$ cat config.mk
export PLATFORM = sky130hd
export DESIGN_NAME = seg7_word_reader
export DESIGN_NICKNAME = d
export VERILOG_FILES = /design/src/rtl/seg7_pkg.sv /design/src/rtl/seg7_glyph_decode.sv /design/src/rtl/seg7_word_reader.sv
export SDC_FILE = /design/constraint.sdc
export NUM_CORES = 1
export LEC_CHECK = 0
export ABC_CLOCK_PERIOD_IN_PS = 2000
export BUFFER_PORTS_ARGS = -buffer_cell sky130_fd_sc_hd__buf_2
export CAP_MARGIN = 25
export CORE_MARGIN = 1
export CORE_UTILIZATION = 55
export DETAILED_ROUTE_END_ITERATION = 7
export GPL_TIMING_DRIVEN = 1
export PLACE_DENSITY = 0.79
export REMOVE_ABC_BUFFERS = 1
export SLEW_MARGIN = 20
export SYNTH_ARGS = -nofsm -noshare
export SYNTH_HDL_FRONTEND = slang
export SYNTH_HIERARCHICAL = 1
export SYNTH_SLANG_ARGS = --single-unit
$ cat constraint.sdc
create_clock -name clk -period 2 [get_ports clk]
set_clock_uncertainty 0.2 [all_clocks]
set_input_delay 0.1 -clock clk [delete_from_list [all_inputs] [get_ports clk]]
set_output_delay 0.1 -clock clk [all_outputs]
set_load 0.05 [all_outputs]
$ cat src/rtl/seg7_pkg.sv
// Shared 7-segment definitions: active-low glyph patterns, reader FSM states.
// Used by both the display writer and the word reader.
package seg7_pkg;

    localparam int unsigned GLYPHS_PER_WORD = 4;
    localparam int unsigned WORD_W          = 4 * GLYPHS_PER_WORD;

    // Bit order is {g,f,e,d,c,b,a}; a 0 bit means the segment is lit.
    localparam logic [6:0] SEG_0     = 7'b1000000;
    localparam logic [6:0] SEG_1     = 7'b1111001;
    localparam logic [6:0] SEG_2     = 7'b0100100;
    localparam logic [6:0] SEG_3     = 7'b0110000;
    localparam logic [6:0] SEG_4     = 7'b0011001;
    localparam logic [6:0] SEG_5     = 7'b0010010;
    localparam logic [6:0] SEG_6     = 7'b0000010;
    localparam logic [6:0] SEG_7     = 7'b1111000;
    localparam logic [6:0] SEG_8     = 7'b0000000;
    localparam logic [6:0] SEG_9     = 7'b0010000;
    localparam logic [6:0] SEG_A     = 7'b0001000;
    localparam logic [6:0] SEG_B     = 7'b0000011;
    localparam logic [6:0] SEG_C     = 7'b1000110;
    localparam logic [6:0] SEG_D     = 7'b0100001;
    localparam logic [6:0] SEG_E     = 7'b0000110;
    localparam logic [6:0] SEG_F     = 7'b0001110;
    localparam logic [6:0] SEG_BLANK = 7'b1111111;

    localparam logic [6:0] SEG_LUT [16] = '{
        SEG_0, SEG_1, SEG_2, SEG_3, SEG_4, SEG_5, SEG_6, SEG_7,
        SEG_8, SEG_9, SEG_A, SEG_B, SEG_C, SEG_D, SEG_E, SEG_F
    };

    typedef enum logic [1:0] {HUNT, G1, G2, G3} word_state_e;

endpackage

$ cat src/rtl/seg7_glyph_decode.sv
// Combinational active-low segment pattern to hex glyph decoder.
module seg7_glyph_decode
    import seg7_pkg::*;
(
    input  logic [6:0] pattern,
    output logic       valid,
    output logic       blank,
    output logic [3:0] code
);

    always_comb begin
        valid = 1'b0;
        blank = (pattern == SEG_BLANK);
        code  = 4'h0;
        for (int i = 0; i < 16; i++) begin
            if (pattern == SEG_LUT[i]) begin
                valid = 1'b1;
                code  = 4'(i);
            end
        end
    end

endmodule

$ cat src/rtl/seg7_word_reader.sv
// Decodes a 7-segment bus into glyphs and aligns them into 4-glyph words.
// Optional SEG7_MATCH_COUNT_EN adds saturating match_cnt / miss_cnt outputs.
module seg7_word_reader
    import seg7_pkg::*;
#(
    parameter logic [15:0] EXPECT         = 16'hDE10,
    parameter bit          SEG_ACTIVE_LOW = 1'b1
) (
    input  logic        clk,
    input  logic        rst,
    input  logic        seg_valid,
    input  logic [6:0]  seg_in,
    output logic        glyph_valid,
    output logic [3:0]  glyph_code,
    output logic        glyph_err,
    output logic        word_valid,
    output logic [15:0] word,
    output logic        match
`ifdef SEG7_MATCH_COUNT_EN
    ,
    output logic [15:0] match_cnt,
    output logic [15:0] miss_cnt
`endif
);

    logic [6:0]  norm_seg;
    logic        dec_valid;
    logic        dec_blank;
    logic [3:0]  dec_code;

    word_state_e state_q, state_d;
    logic [11:0] part_q, part_d;
    logic        glyph_valid_d, glyph_err_d, word_valid_d, match_d;
    logic [3:0]  glyph_code_d;
    logic [15:0] word_d;

    assign norm_seg = SEG_ACTIVE_LOW ? seg_in : ~seg_in;

    seg7_glyph_decode u_decode (
        .pattern (norm_seg),
        .valid   (dec_valid),
        .blank   (dec_blank),
        .code    (dec_code)
    );

    always_comb begin
        state_d       = state_q;
        part_d        = part_q;
        glyph_valid_d = 1'b0;
        glyph_err_d   = 1'b0;
        word_valid_d  = 1'b0;
        match_d       = 1'b0;
        glyph_code_d  = glyph_code;
        word_d        = word;
        // Blank samples are ignored entirely, like seg_valid=0.
        if (seg_valid && !dec_blank) begin
            if (dec_valid) begin
                glyph_valid_d = 1'b1;
                glyph_code_d  = dec_code;
                case (state_q)
                    HUNT: begin
                        if (dec_code == EXPECT[15:12]) begin
                            part_d  = {8'h00, dec_code};
                            state_d = G1;
                        end
                    end
                    G1: begin
                        part_d  = {part_q[7:0], dec_code};
                        state_d = G2;
                    end
                    G2: begin
                        part_d  = {part_q[7:0], dec_code};
                        state_d = G3;
                    end
                    G3: begin
                        word_valid_d = 1'b1;
                        word_d       = {part_q, dec_code};
                        match_d      = ({part_q, dec_code} == EXPECT);
                        state_d      = HUNT;
                    end
                    default: state_d = HUNT;
                endcase
            end else begin
                glyph_err_d = 1'b1;
                part_d      = '0;
                state_d     = HUNT;
            end
        end
    end

    always_ff @(posedge clk or posedge rst) begin
        if (rst) begin
            state_q     <= HUNT;
            part_q      <= '0;
            glyph_valid <= 1'b0;
            glyph_code  <= 4'h0;
            glyph_err   <= 1'b0;
            word_valid  <= 1'b0;
            word        <= '0;
            match       <= 1'b0;
        end else begin
            state_q     <= state_d;
            part_q      <= part_d;
            glyph_valid <= glyph_valid_d;
            glyph_code  <= glyph_code_d;
            glyph_err   <= glyph_err_d;
            word_valid  <= word_valid_d;
            word        <= word_d;
            match       <= match_d;
        end
    end

`ifdef SEG7_MATCH_COUNT_EN
    always_ff @(posedge clk or posedge rst) begin
        if (rst) begin
            match_cnt <= '0;
            miss_cnt  <= '0;
        end else if (word_valid_d) begin
            if (match_d && (match_cnt != 16'hFFFF)) match_cnt <= match_cnt + 16'd1;
            if (!match_d && (miss_cnt != 16'hFFFF)) miss_cnt <= miss_cnt + 16'd1;
        end
    end
`endif

endmodule

# --- Yosys cells after proc, flatten, opt, wreduce, memory -nomap -nowiden ---
# Cells that the tools add are included.
word_totals:
  inputBits: 10
  ff_bits: 38
  mem_bits_ro: 0
  n_memories: 0
  mem_bits_rw: 0
  latchBits: 0
  word_cells: 87
op_classes:
  multipliers: 0
  n_addsub: 0
  n_eq_ne: 23
  order_cmp: 0
  shifts: 0
  n_bitwise: 0
  div: 0
  n_mux: 47
  reduce_logical: 9
op_table:
  columns: ["cell", "n"]
  rows:
  - ["7-bit equality test (second input constant)", 5]
  - ["4-bit two-way mux", 8]
  - ["1-bit two-way mux", 27]
  - ["12-bit two-way mux", 2]
  - ["12-bit one-hot mux with 2 select lines", 1]
  - ["7-bit by 5-bit equality test with 1-bit output (second input constant)", 3]
  - ["7-bit by 6-bit equality test with 1-bit output (second input constant)", 3]
  - ["16-bit equality test (second input constant)", 1]
  - ["7-bit by 2-bit equality test with 1-bit output (second input constant)", 2]
  - ["7-bit by 4-bit equality test with 1-bit output (second input constant)", 2]
  - ["3-bit two-way mux", 4]
  - ["2-bit two-way mux", 4]
  - ["2-bit one-hot mux with 4 select lines", 1]
  - ["7-bit by 3-bit equality test with 1-bit output (second input constant)", 1]
  - ["7-bit zero test", 1]
  - ["3-bit AND reduction", 2]
  - ["2-bit equality test (second input constant)", 2]
  - ["4-bit equality test (second input constant)", 1]
  - ["2-bit AND reduction", 2]
  - ["3-bit by 2-bit inequality test with 1-bit output (second input constant)", 1]
  - ["3-bit inequality test (second input constant)", 1]
  - ["2-bit by 1-bit equality test with 1-bit output (second input constant)", 1]
  - ["2-bit zero test", 1]
  - ["2-bit OR reduction", 1]
  - ["other kinds (2)", 2]

# --- Longest topological paths before layout ---
# Gate-level depths: netlist (run 1).
logic_depth:
  depth_word: 20
  mapped_depth: 10
  mapped_depth_nobuf: 7

# --- Modules after synthesis ---
# The synthesis (run 1) kept the hierarchy.
by_module_without_submodules:
  columns: ["module", "area_per_inst_um2", "cells_per_inst", "instances", "seq_area_each_um2"]
  rows:
  - ["seg7_word_reader", 1596.5, 103, 1, 950.9]
  - ["seg7_glyph_decode", 330.3, 46, 1, 0.0]

# --- Worst setup path before layout (run 1) ---
# No wires, ideal clock.
synth_timing:
  kind: "input-to-reg"
  startpoint: "input port seg_in[2]"
  endpoint: "register part_q[6]"
  path_slack_ns: -0.252
  path_stages: 9
  path_buffers: 2
  arrival_ns: 1.931
  setup_ns: 0.121
  required_time_ns: 1.679
  path_cell_list: "buf_2 > nor3b_1 > nand4_1 > a21boi_0 > o21ai_0 > and4b_1 > o2111a_1 > buf_2 > a22o_1"
synth_between:
  word_cells_on_any_way: 55
synth_rtl:
  columns: ["item", "line", "source"]
  rows:
  - ["start: declaration", "seg7_word_reader.sv:12", "input logic [6:0] seg_in,"]
  - ["7-bit by 6-bit equality test with 1-bit output", "seg7_glyph_decode.sv:16", "if (pattern == SEG_LUT[i]) begin"]
  - ["2-bit two-way mux (2 in series)", "seg7_glyph_decode.sv:16", null]
  - ["3-bit two-way mux (4 in series)", "seg7_glyph_decode.sv:16", null]
  - ["4-bit two-way mux (7 in series)", "seg7_glyph_decode.sv:16", null]
  - ["4-bit two-way mux *", "seg7_glyph_decode.sv:16", null]
  - ["net dec_code[1]", "seg7_word_reader.sv:29", "logic [3:0] dec_code;"]
  - ["4-bit equality test *", "seg7_word_reader.sv:62", "if (dec_code == EXPECT[15:12]) begin"]
  - ["3-bit inequality test (no line) *", null, null]
  - ["3-bit AND reduction (no line) *", null, null]
  - ["end signal: assignment", "seg7_word_reader.sv:103", "part_q <= part_d;"]
  - ["end: declaration", "seg7_word_reader.sv:32", "logic [11:0] part_q, part_d;"]
# The timed path passes the listed nets; every way through them passes the cells marked *.
# A chain may end at the register's enable or synchronous reset.

# --- Worst setup path in the final report (run 1) ---
layout_timing:
  startpoint: "input port seg_in[6]"
  endpoint: "register part_q[2]"
layout_between:
  elab_chain_cells: 19
  word_cells_on_any_way: 57
layout_rtl:
  columns: ["item", "line", "source"]
  rows:
  - ["7-bit equality test", "seg7_glyph_decode.sv:16", null]
  - ["1-bit two-way mux (15 in series)", "seg7_glyph_decode.sv:16", null]
  - ["1-bit two-way mux *", "seg7_glyph_decode.sv:16", null]
  - ["net dec_valid", "seg7_word_reader.sv:27", "logic dec_valid;"]
  - ["3-bit inequality test (no line) / 3-bit by 2-bit inequality test with 1-bit output (equally long branches)", null, null]
  - ["3-bit AND reduction (no line)", null, null]
# The timed path passes the listed nets; every way through them passes the cells marked *. The select of a mux whose other input is x is not followed.

==> results of run 1 <==
## worst min-delay path by stage
stage,end,slack (ns),cells past startpoint
after floorplan,glyph_code[0],0.09,1
after global placement,word[5],0.02,3
after detailed placement,glyph_err,0.04,3
after CTS,glyph_err,0.03,3
after global routing,glyph_err,0.1,3
final,glyph_err,0.09,3
## cells in the mapped netlist (4+ instances only)
| master | n |
|---|---|
| nand2_1 | 7 |
| buf_2 | 5 |
| o21ai_0 | 4 |
| mux2_2 | 12 |
| dfrtp_1 | 38 |
| inv_1 | 4 |
| nand3_1 | 4 |
| a22o_1 | 8 |
| nor2_1 | 4 |
| nand4_1 | 4 |
| mux2_4 | 8 |
## metal layers
| layer | up-vias | wire length, um | global-route usage | part of all wire |
|---|---|---|---|---|
| met5 | - | 0 | 0 | 0 |
| met4 | 0 | 95 | 0.0779 | 0.021 |
| met3 | 12 | 318 | 0.0735 | 0.071 |
| met2 | 84 | 2300 | 0.418 | 0.51 |
| met1 | 745 | 1790 | 0.318 | 0.40 |
| li1 | 674 | - | - | - |
## worst max-delay path, delay by kind of cell
family	cells	cell delay, ns
buf+inv	1	0.12
compound gates	1	0.25
simple gates	6	1.53
## sequential cells by signal, summed over array words and instances (netlist names)
| register | flops |
|---|---|
| word | 16 |
| state_q | 2 |
| word_valid | 1 |
| match | 1 |
| part_q | 12 |
| glyph_err | 1 |
| glyph_code | 4 |
| glyph_valid | 1 |
## metrics by stage
step	hold WS [ns]	setup slack, ns	total power [uW]	instance area (um^2)	instances
6_report	0.0932	0.0194	1520	2420	255
5_1_grt	0.0979	-0.0474	1570	2420	255
4_1_cts	0.0321	0.0220	1500	2350	253
3_5_place_dp	0.0376	-0.343	1020	2260	244
3_3_place_gp	0.0155	-0.312	1010	2260	244
2_1_floorplan	0.0924	-0.178	925	1840	139
## final cells by class
class,count,share of cell area
sequential,38,0.393
multi-input combinational,98,0.388
timing repair buffer,61,0.156
clock buffer,8,0.0326
tap,46,0.0238
inverter,4,0.00620
## kinds of logic (layout without fill, tap and decap cells)
logic type	Yosys count	in the layout	synth area share
AOI/OAI and AO/OA	26	27	0.110
xor gates and xnor gates	1	1	0.00455
adders and majority gates	2	2	0.0130
buffers and inverters	14	73	0.0506
DFF	38	38	0.494
muxes	22	22	0.143
and+or+nand+nor	46	46	0.185
## what timing repair did
item	CTS	global route
hold buffers	1	0
setup buffers	0	1
endpoints found under the hold margin	38	0
resized for setup	0	12
setup endpoints to repair	0	34
## power by group through the flow
stage          Sequential [uW]  Combinational, uW  Clock, uW
3_5_place_dp               806                216          0
2_1_floorplan              845               79.7          0
3_3_place_gp               805                207          0
6_report                   791                243        483
5_1_grt                    793                260        518
4_1_cts                    791                218        492
==> impl_metrics.py, run 1 <==
metrics = {
    "power_and_ir_drop": {
        "pwr-share-comb": 0.160,
        "switching_share": 0.265,
        "power.internal_uw": 1120,
        "p_seq_frac": 0.522,
        "power.density_nw_per_um2": 627,
        "switchingPower_uw": 401,
        "clockPowerShare": 0.318,
        "p_leak_uw": 0.00127,
        "ir_worst_vdd_v": 0.000462,
    },
    "synth": {
        "synth-edff-count": 0,
        "ys.flop_type": "dfrtp_1",
        "syn_inst": 149,
        "ys_seq_area_frac": 0.494,
        "ys_seq_elements": 38,
        "avgSynthCellArea_um2": 12.9,
        "ys_types": 48,
        "synth.area.top_cells": "dfrtp_1, mux2_2, mux2_4, a22o_1, nor4_4",
        "synthesis.area_um2": 1930,
        "synth_top_area_frac": 0.494,
        "yosysTopAreaCell": "dfrtp_1",
        "yosys_warnings": 6,
        "async_reset_ff_frac": 1.00,
    },
    "cts": {
        "htreeDepth": 2,
        "numClockSinks": 38,
        "cts_buffer_depth": 2,
        "clk_latency_ns": 0.34,
        "cts_tree": "done",
        "cts_buffers": 5,
        "cts.clk_slew.worst_paths_ns": 0.11,
        "clockRootBuffer": "clkbuf_4",
    },
    "layout": {
        "syn_to_final_growth_pct": 25.6,
        "layout_commonest_cell": "dfrtp_1",
        "final_core_util": 0.725,
        "final_cell_mix": "dfrtp_1, buf_2, buf_4",
        "multi_input_area_um2": 940,
        "antenna_cells": 0,
        "fillCellCount": 220,
        "seqCellArea_um2": 951,
        "nets": 220,
        "drive_above_1_share": 0.522,
    },
    "critical_path": {
        "worstPathCellList": "buf_2, nor4b_1, and3b_4, nor4_2, nand4_1, or3b_4, and2_4, a32o_1",
        "critical-path-max-stage-delay_ns": 0.44,
        "critical_path_arrival_ns": 2.01,
        "slowest_stage": "nor4b_1",
        "critPathCapture": "part_q[2]",
        "crit_fanout": 4,
        "worstSetupStartpoint": "seg_in[6]",
        "cp-start-kind": "primary input",
        "critPathKind": "in -> reg",
        "crit_required_ns": 2.03,
        "cp-end-kind": "flip-flop",
        "r2r_end": "part_q[2]",
        "r2r_cells": 5,
        "rr_startpoint": "state_q[0]",
        "ff2ff_setup_slack_ns": 0.06,
    },
    "placement": {
        "portBuffers": 33,
        "gp_congestion": 0.878,
        "hpwl_mm": 3.09,
    },
    "timing": {
        "tns_ns": 0,
        "fin_crit_ns": 1.98,
        "worstMarginPinSlew_ns": 0.478,
        "rsz0062_at_grt": "yes",
        "max_slew_margin": 0.681,
        "setup_viol": 0,
        "post-route-period-util": 0.990,
        "max_freq_mhz": 505,
        "hold_violations": 0,
        "drv_slew": 0,
    },
    "floorplanning": {
        "die_area_um2": 3740,
        "start_util": 0.577,
        "die_y_um": 61.2,
        "top_level_ports": 34,
        "rows": 21,
        "die_w_um": 61.2,
        "core-area_um2": 3340,
    },
    "route": {
        "dr.first_iter.drc_count": 69,
        "ant_nets": 0,
        "drt_pre_antenna_iters": 4,
        "via_per_inst": 5.94,
        "routed_wirelength_mm": 4.51,
        "drc": 0,
        "vias": 1515,
        "wire_per_inst_um": 17.7,
    },
    "status": {
        "outcome": "completed",
    },
    "global_route": {
        "grt-ovfl-total": 0,
        "grt_pass1_wl_mm": 6.63,
        "grt_max_degree": 39,
        "antenna_found_initial": 0,
        "gr-usage-all-layers": 0.251,
        "grt_pass1_vias": 1357,
    },
    "run": {
        "drv_cap": 0,
    },
    "hold_path": {
        "hold_path.class": "in -> reg",
        "min-delay-start": "seg_valid",
    },
}
(Power assumes the default switching activity.)
==> run 2, diff against run 1 <==
--- a/config.mk
+++ b/config.mk
@@ -9,10 +9,10 @@
 export BUFFER_PORTS_ARGS = -buffer_cell sky130_fd_sc_hd__buf_2
 export CAP_MARGIN = 25
 export CORE_MARGIN = 1
-export CORE_UTILIZATION = 55
+export CORE_UTILIZATION = 47
 export DETAILED_ROUTE_END_ITERATION = 7
 export GPL_TIMING_DRIVEN = 1
-export PLACE_DENSITY = 0.79
+export PLACE_DENSITY = 0.69
 export REMOVE_ABC_BUFFERS = 1
 export SLEW_MARGIN = 20
 export SYNTH_ARGS = -nofsm -noshare
==> run 2 against run 1 <==
The flow now finishes with violations (negative setup slack); global-route usage decreased by 1.9 points; combinational power increased by 13%; register-to-register slack barely moved; maximum frequency shrank 3.7%; sequential share of layout area down 2.9 points; final cell count grew 5.1%; setup slack lost 0.076 ns; wire length fell by 0.55%; largest cell class is now multi-input gates; largest power group unchanged.
==> impl_metrics.py, run 2 (same netlist as run 1, synthesis figures left out) <==
metrics = {
    "global_route": {
        "antenna_found_initial": 0,
        "gr-usage-all-layers": 0.233,
        "grt_pass1_vias": 1519,
        "grt-ovfl-total": 0,
        "grt_pass1_wl_mm": 7.43,
        "grt_max_degree": 39,
    },
    "layout": {
        "layout_commonest_cell": "dfrtp_1",
        "syn_to_final_growth_pct": 35.7,
        "top_regs": "word (16), part_q (12), glyph_code (4)",
        "nets": 231,
        "multi_input_area_um2": 1010,
        "largest_register": "word",
        "fillCellCount": 286,
        "drive_above_1_share": 0.559,
        "final_core_util": 0.688,
        "antenna_cells": 0,
        "fin_cells": 268,
        "largest_reg_flops": 16,
        "final_cell_mix": "dfrtp_1, buf_4, buf_2",
        "seqCellArea_um2": 951,
    },
    "power_and_ir_drop": {
        "switching_share": 0.244,
        "power.density_nw_per_um2": 644,
        "p_seq_frac": 0.471,
        "clockPowerShare": 0.366,
        "power.internal_uw": 1270,
        "p_leak_uw": 0.00136,
        "pwr-share-comb": 0.163,
        "switchingPower_uw": 411,
        "ir_worst_vdd_v": 0.000336,
    },
    "timing": {
        "tns_ns": -0.633,
        "setup_ws_ns": -0.0568,
        "max_slew_margin": 0.637,
        "setup_viol": 15,
        "drv_slew": 0,
        "worstMarginPinSlew_ns": 0.545,
        "hold_violations": 0,
        "max_freq_mhz": 486,
        "post-route-period-util": 1.03,
        "fin_crit_ns": 2.06,
        "rsz0062_at_grt": "yes",
    },
    "status": {
        "outcome": "complete, but fails checks",
        "violations": "negative setup slack",
    },
    "placement": {
        "hpwl_mm": 2.80,
        "gp_congestion": 0.863,
        "pre_cts_ws_ns": -0.452,
        "post-place-cells": 250,
        "portBuffers": 33,
    },
    "hold_path": {
        "min-delay-start": "seg_valid",
        "hold_path.class": "in -> reg",
    },
    "critical_path": {
        "critPathKind": "in -> reg",
        "cp-start-kind": "primary input",
        "crit_required_ns": 1.96,
        "worstSetupStartpoint": "seg_in[2]",
        "crit_fanout": 5,
        "cp-end-kind": "flip-flop",
        "rr_startpoint": "state_q[0]",
        "critical_path_arrival_ns": 2.02,
    },
    "cts": {
        "numClockSinks": 38,
        "cts_tree": "done",
        "htreeDepth": 2,
        "clk_latency_ns": 0.28,
        "cts.clk_slew.worst_paths_ns": 0.07,
        "cts_buffers": 5,
        "clockRootBuffer": "clkbuf_8",
        "cts_buffer_depth": 2,
    },
    "run": {
        "drv_cap": 0,
    },
    "route": {
        "drt_pre_antenna_iters": 4,
        "ant_nets": 0,
        "drc": 0,
        "wire_per_inst_um": 16.7,
        "dr.first_iter.drc_count": 88,
        "routed_wirelength_mm": 4.48,
        "via_per_inst": 5.69,
        "vias": 1525,
    },
    "floorplanning": {
        "start_util": 0.507,
        "core-area_um2": 3800,
        "top_level_ports": 34,
        "die_area_um2": 4360,
        "die_y_um": 66.0,
        "die_w_um": 66.0,
        "rows": 22,
    },
}
[run 2: path summary, 6_finish.rpt]
| kind | endpoint | slack [ns] | cells past startpoint |
|---|---|---|---|
| max reg2reg | part_q[0] | 0.07 | 5 |
| max in group asynchronous | part_q[3] | 1.01 | 4 |
| max | glyph_code[1] | -0.06 | 8 |
| min in group asynchronous | word[0] | 0.27 | 4 |
| min | glyph_err | 0.14 | 3 |
| min reg2reg | word[12] | 0.30 | 1 |
[run 2: metrics by stage]
| step | cell area, um^2 | total power [uW] | hold WS (ns) |
|---|---|---|---|
| 2_1_floorplan | 1840 | 925 | 0.0924 |
| 3_3_place_gp | 2290 | 1020 | 0.0204 |
| 3_5_place_dp | 2290 | 1030 | 0.0338 |
| 4_1_cts | 2580 | 1690 | 0.127 |
| 5_1_grt | 2620 | 1750 | 0.159 |
| 6_report | 2620 | 1680 | 0.138 |
[run 2: worst max-delay path, stage by stage]
cell     delay (ns)
buf_8          0.10
or3_4          0.40
nor4_4         0.31
nor4_4         0.08
nand4_1        0.18
and3b_4        0.37
buf_6          0.17
mux2_4         0.30
[run 2: layer usage]
metal | part of all wire | vias up | routed length, um | GRT usage
li1 | - | 708 | - | -
met5 | 0 | - | 0 | 0
met3 | 0.048 | 6 | 215 | 0.0431
met4 | 0.012 | 0 | 53 | 0.0638
met1 | 0.43 | 765 | 1930 | 0.304
met2 | 0.51 | 46 | 2280 | 0.394
[run 2: what timing repair did]
| action | CTS | global route |
|---|---|---|
| gates resized for setup | 26 | 8 |
| pin swaps | 10 | 16 |
| endpoints found under the setup margin | 33 | 36 |
| setup buffers | 6 | 3 |
| endpoints found under the hold margin | 38 | 0 |
| hold buffers | 1 | 0 |
| cloned | 3 | 0 |
[run 2: power groups by stage]
stage | sequential [uW] | clock (uW) | combinational, uW
2_1_floorplan | 845 | 0 | 79.7
3_3_place_gp | 805 | 0 | 219
3_5_place_dp | 806 | 0 | 221
4_1_cts | 792 | 629 | 266
5_1_grt | 794 | 664 | 293
6_report | 793 | 617 | 274
[run 2: final cells by class]
type	count	area share
sequential	38	0.364
tap	48	0.0230
multi-input combinational	100	0.386
timing repair buffer	70	0.181
clock buffer	7	0.0292
inverter	4	0.00574
clock inverter	1	0.0115
==> run 3, diff against run 2 <==
--- a/config.mk
+++ b/config.mk
@@ -5,7 +5,7 @@
 export SDC_FILE = /design/constraint.sdc
 export NUM_CORES = 1
 export LEC_CHECK = 0
-export ABC_CLOCK_PERIOD_IN_PS = 2000
+export ABC_CLOCK_PERIOD_IN_PS = 2380
 export BUFFER_PORTS_ARGS = -buffer_cell sky130_fd_sc_hd__buf_2
 export CAP_MARGIN = 25
 export CORE_MARGIN = 1
==> constraint.sdc (replaced) <==
create_clock -name clk -period 2.38 [get_ports clk]
set_clock_uncertainty 0.2 [all_clocks]
set_input_delay 0.119 -clock clk [delete_from_list [all_inputs] [get_ports clk]]
set_output_delay 0.119 -clock clk [all_outputs]
set_load 0.05 [all_outputs]
==> run 3 against run 2 <==
The flow now finishes without violations; design area down 14%; critical path depth unchanged; critical path type unchanged; utilization is 9.3 points lower; total power down 24%; combinational power down 40%; clock power is 28% lower; sequential power shrank 16%; setup slack improved by 0.27 ns.
==> impl_metrics.py, run 3 (same netlist as run 1, synthesis figures left out) <==
metrics = {
    "placement": {
        "portBuffers": 33,
        "post-place-cells": 232,
        "gp_congestion": 0.888,
        "hpwl_mm": 2.83,
    },
    "power_and_ir_drop": {
        "pwr-share-comb": 0.130,
        "p_seq_frac": 0.522,
        "power.density_nw_per_um2": 563,
        "switching_share": 0.256,
        "clockPowerShare": 0.348,
        "switchingPower_uw": 326,
        "p_leak_uw": 0.00119,
        "power.internal_uw": 947,
        "ir_worst_vdd_v": 0.000237,
    },
    "critical_path": {
        "r2r_cells": 5,
        "worstPathCellList": "buf_2, nor4b_1, and3b_4, nor4_2, nand4_1, and3b_1, buf_4, mux2_2",
        "crit_fanout": 7,
        "crit_family": "simple AND/OR/NAND/NOR gates",
        "cp_num_buf_inv": 2,
        "cp-end-kind": "flip-flop",
        "critical_path_arrival_ns": 2.14,
        "cp-start-kind": "primary input",
        "critical-path-max-stage-delay_ns": 0.46,
        "slowest_stage": "nor4b_1",
        "path_depth": 8,
        "critPathKind": "in -> reg",
        "crit_required_ns": 2.35,
    },
    "layout": {
        "drive_above_1_share": 0.435,
        "largest_register": "word",
        "top_regs": "word (16), part_q (12), glyph_code (4)",
        "fillCellCount": 349,
        "nets": 204,
        "syn_to_final_growth_pct": 17.3,
        "fin_cells": 241,
        "antenna_cells": 0,
        "final_cell_mix": "dfrtp_1, buf_2, mux2_2, buf_4",
        "layout_commonest_cell": "dfrtp_1",
        "largest_reg_flops": 16,
    },
    "route": {
        "ant_nets": 0,
        "drc": 0,
        "routed_wirelength_mm": 3.80,
        "wire_per_inst_um": 15.8,
        "via_per_inst": 5.60,
        "dr.first_iter.drc_count": 50,
        "drt_pre_antenna_iters": 4,
        "vias": 1349,
    },
    "global_route": {
        "grt_pass1_wl_mm": 6.33,
        "grt_max_degree": 39,
        "antenna_found_initial": 0,
        "grt_pass1_vias": 1365,
        "grt-ovfl-total": 0,
        "gr-usage-all-layers": 0.197,
    },
    "cts": {
        "cts_setup_buffers": 0,
        "cts_buffer_depth": 2,
        "htreeDepth": 2,
        "clockRootBuffer": "clkbuf_8",
        "cts.clk_slew.worst_paths_ns": 0.07,
        "cts_buffers": 5,
        "numClockSinks": 38,
        "cts_tree": "done",
        "clk_latency_ns": 0.28,
    },
    "floorplanning": {
        "start_util": 0.507,
        "rows": 22,
        "die_y_um": 66.0,
        "die_area_um2": 4360,
        "die_w_um": 66.0,
        "top_level_ports": 34,
        "core-area_um2": 3800,
    },
    "timing": {
        "rsz0062_at_grt": "no",
        "hold_violations": 0,
        "max_freq_mhz": 461,
        "tns_ns": 0,
        "post-route-period-util": 0.912,
        "setup_viol": 0,
        "worstMarginPinSlew_ns": 0.560,
        "drv_slew": 0,
        "max_slew_margin": 0.625,
        "fin_crit_ns": 2.17,
    },
    "run": {
        "drv_cap": 0,
    },
    "hold_path": {
        "hold_path.class": "in -> reg",
        "min_delay_path_depth": 3,
    },
    "status": {
        "outcome": "completed",
    },
}
-- run 3: cell count changes in the layout (fill, tap and decap cells not counted), moves of 2 or more --
cell,before,now
mux2_4,12,8
nand2_4,2,0
o21ai_1,3,1
mux2_2,8,12
o21ai_0,2,4
buf_6,4,0
buf_2,31,33
o2111a_2,2,0
or2_4,2,0
nand2_2,2,0
buf_4,33,12
nand2_1,4,7
-- run 3: per-stage QoR --
stage | area (um^2) | hold WS, ns | setup WS (ns) | utilization | total power, uW
2_1_floorplan | 1840 | 0.111 | 0.183 | - | 777
3_3_place_gp | 2160 | 0.0442 | 0.0160 | 0.569 | 836
3_5_place_dp | 2160 | 0.0561 | -0.0698 | 0.569 | 841
4_1_cts | 2260 | 0.0877 | 0.229 | 0.595 | 1280
5_1_grt | 2260 | 0.120 | 0.0683 | 0.595 | 1330
6_report | 2260 | 0.0957 | 0.210 | 0.595 | 1270
-- run 3: per-layer routing --
metal  part of all wire  GRT usage
met1               0.43      0.231
met2               0.52      0.347
met3              0.032     0.0552
met4              0.019     0.0638
met5                  0          0
-- run 3: timing repair --
item | 4_1_cts | 5_1_grt
hold buffers | 1 | 0
endpoints found under the hold margin | 38 | 0
resized for setup | 0 | 0
-- run 3: tightest hold or removal path, cell delays in order --
cell and delay [ns]:
buf_2 0.10, nor2b_1 0.16, and2b_1 0.17
-- run 3: final timing paths --
path / startpoint / endpoint / slack (ns)
worst max-delay path: seg_in[6] / glyph_code[1] / 0.21
worst min-delay path: seg_valid / glyph_err / 0.1
worst max register to register: state_q[0] / part_q[0] / 0.46
worst min register to register: word[14] / word[14] / 0.31
max in group asynchronous: rst / glyph_code[1] / 1.35
min in group asynchronous: rst / word[2] / 0.30
-- run 3: layout make-up --
cell class	count	area [um^2]	area share
sequential	38	951	0.421
multi-input combinational	97	878	0.388
timing repair buffer	46	265	0.117
clock buffer	7	86.3	0.0382
tap	48	60.1	0.0266
inverter	4	15.0	0.00664
clock inverter	1	5.00	0.00221
-- run 3: power groups by stage --
stage / Clock (uW) / Sequential [uW] / Combinational [uW]
after floorplan: 0 / 710 / 66.9
after global placement: 0 / 676 / 160
after detailed placement: 0 / 678 / 164
after CTS: 453 / 665 / 166
after global routing: 482 / 666 / 179
final: 443 / 665 / 165
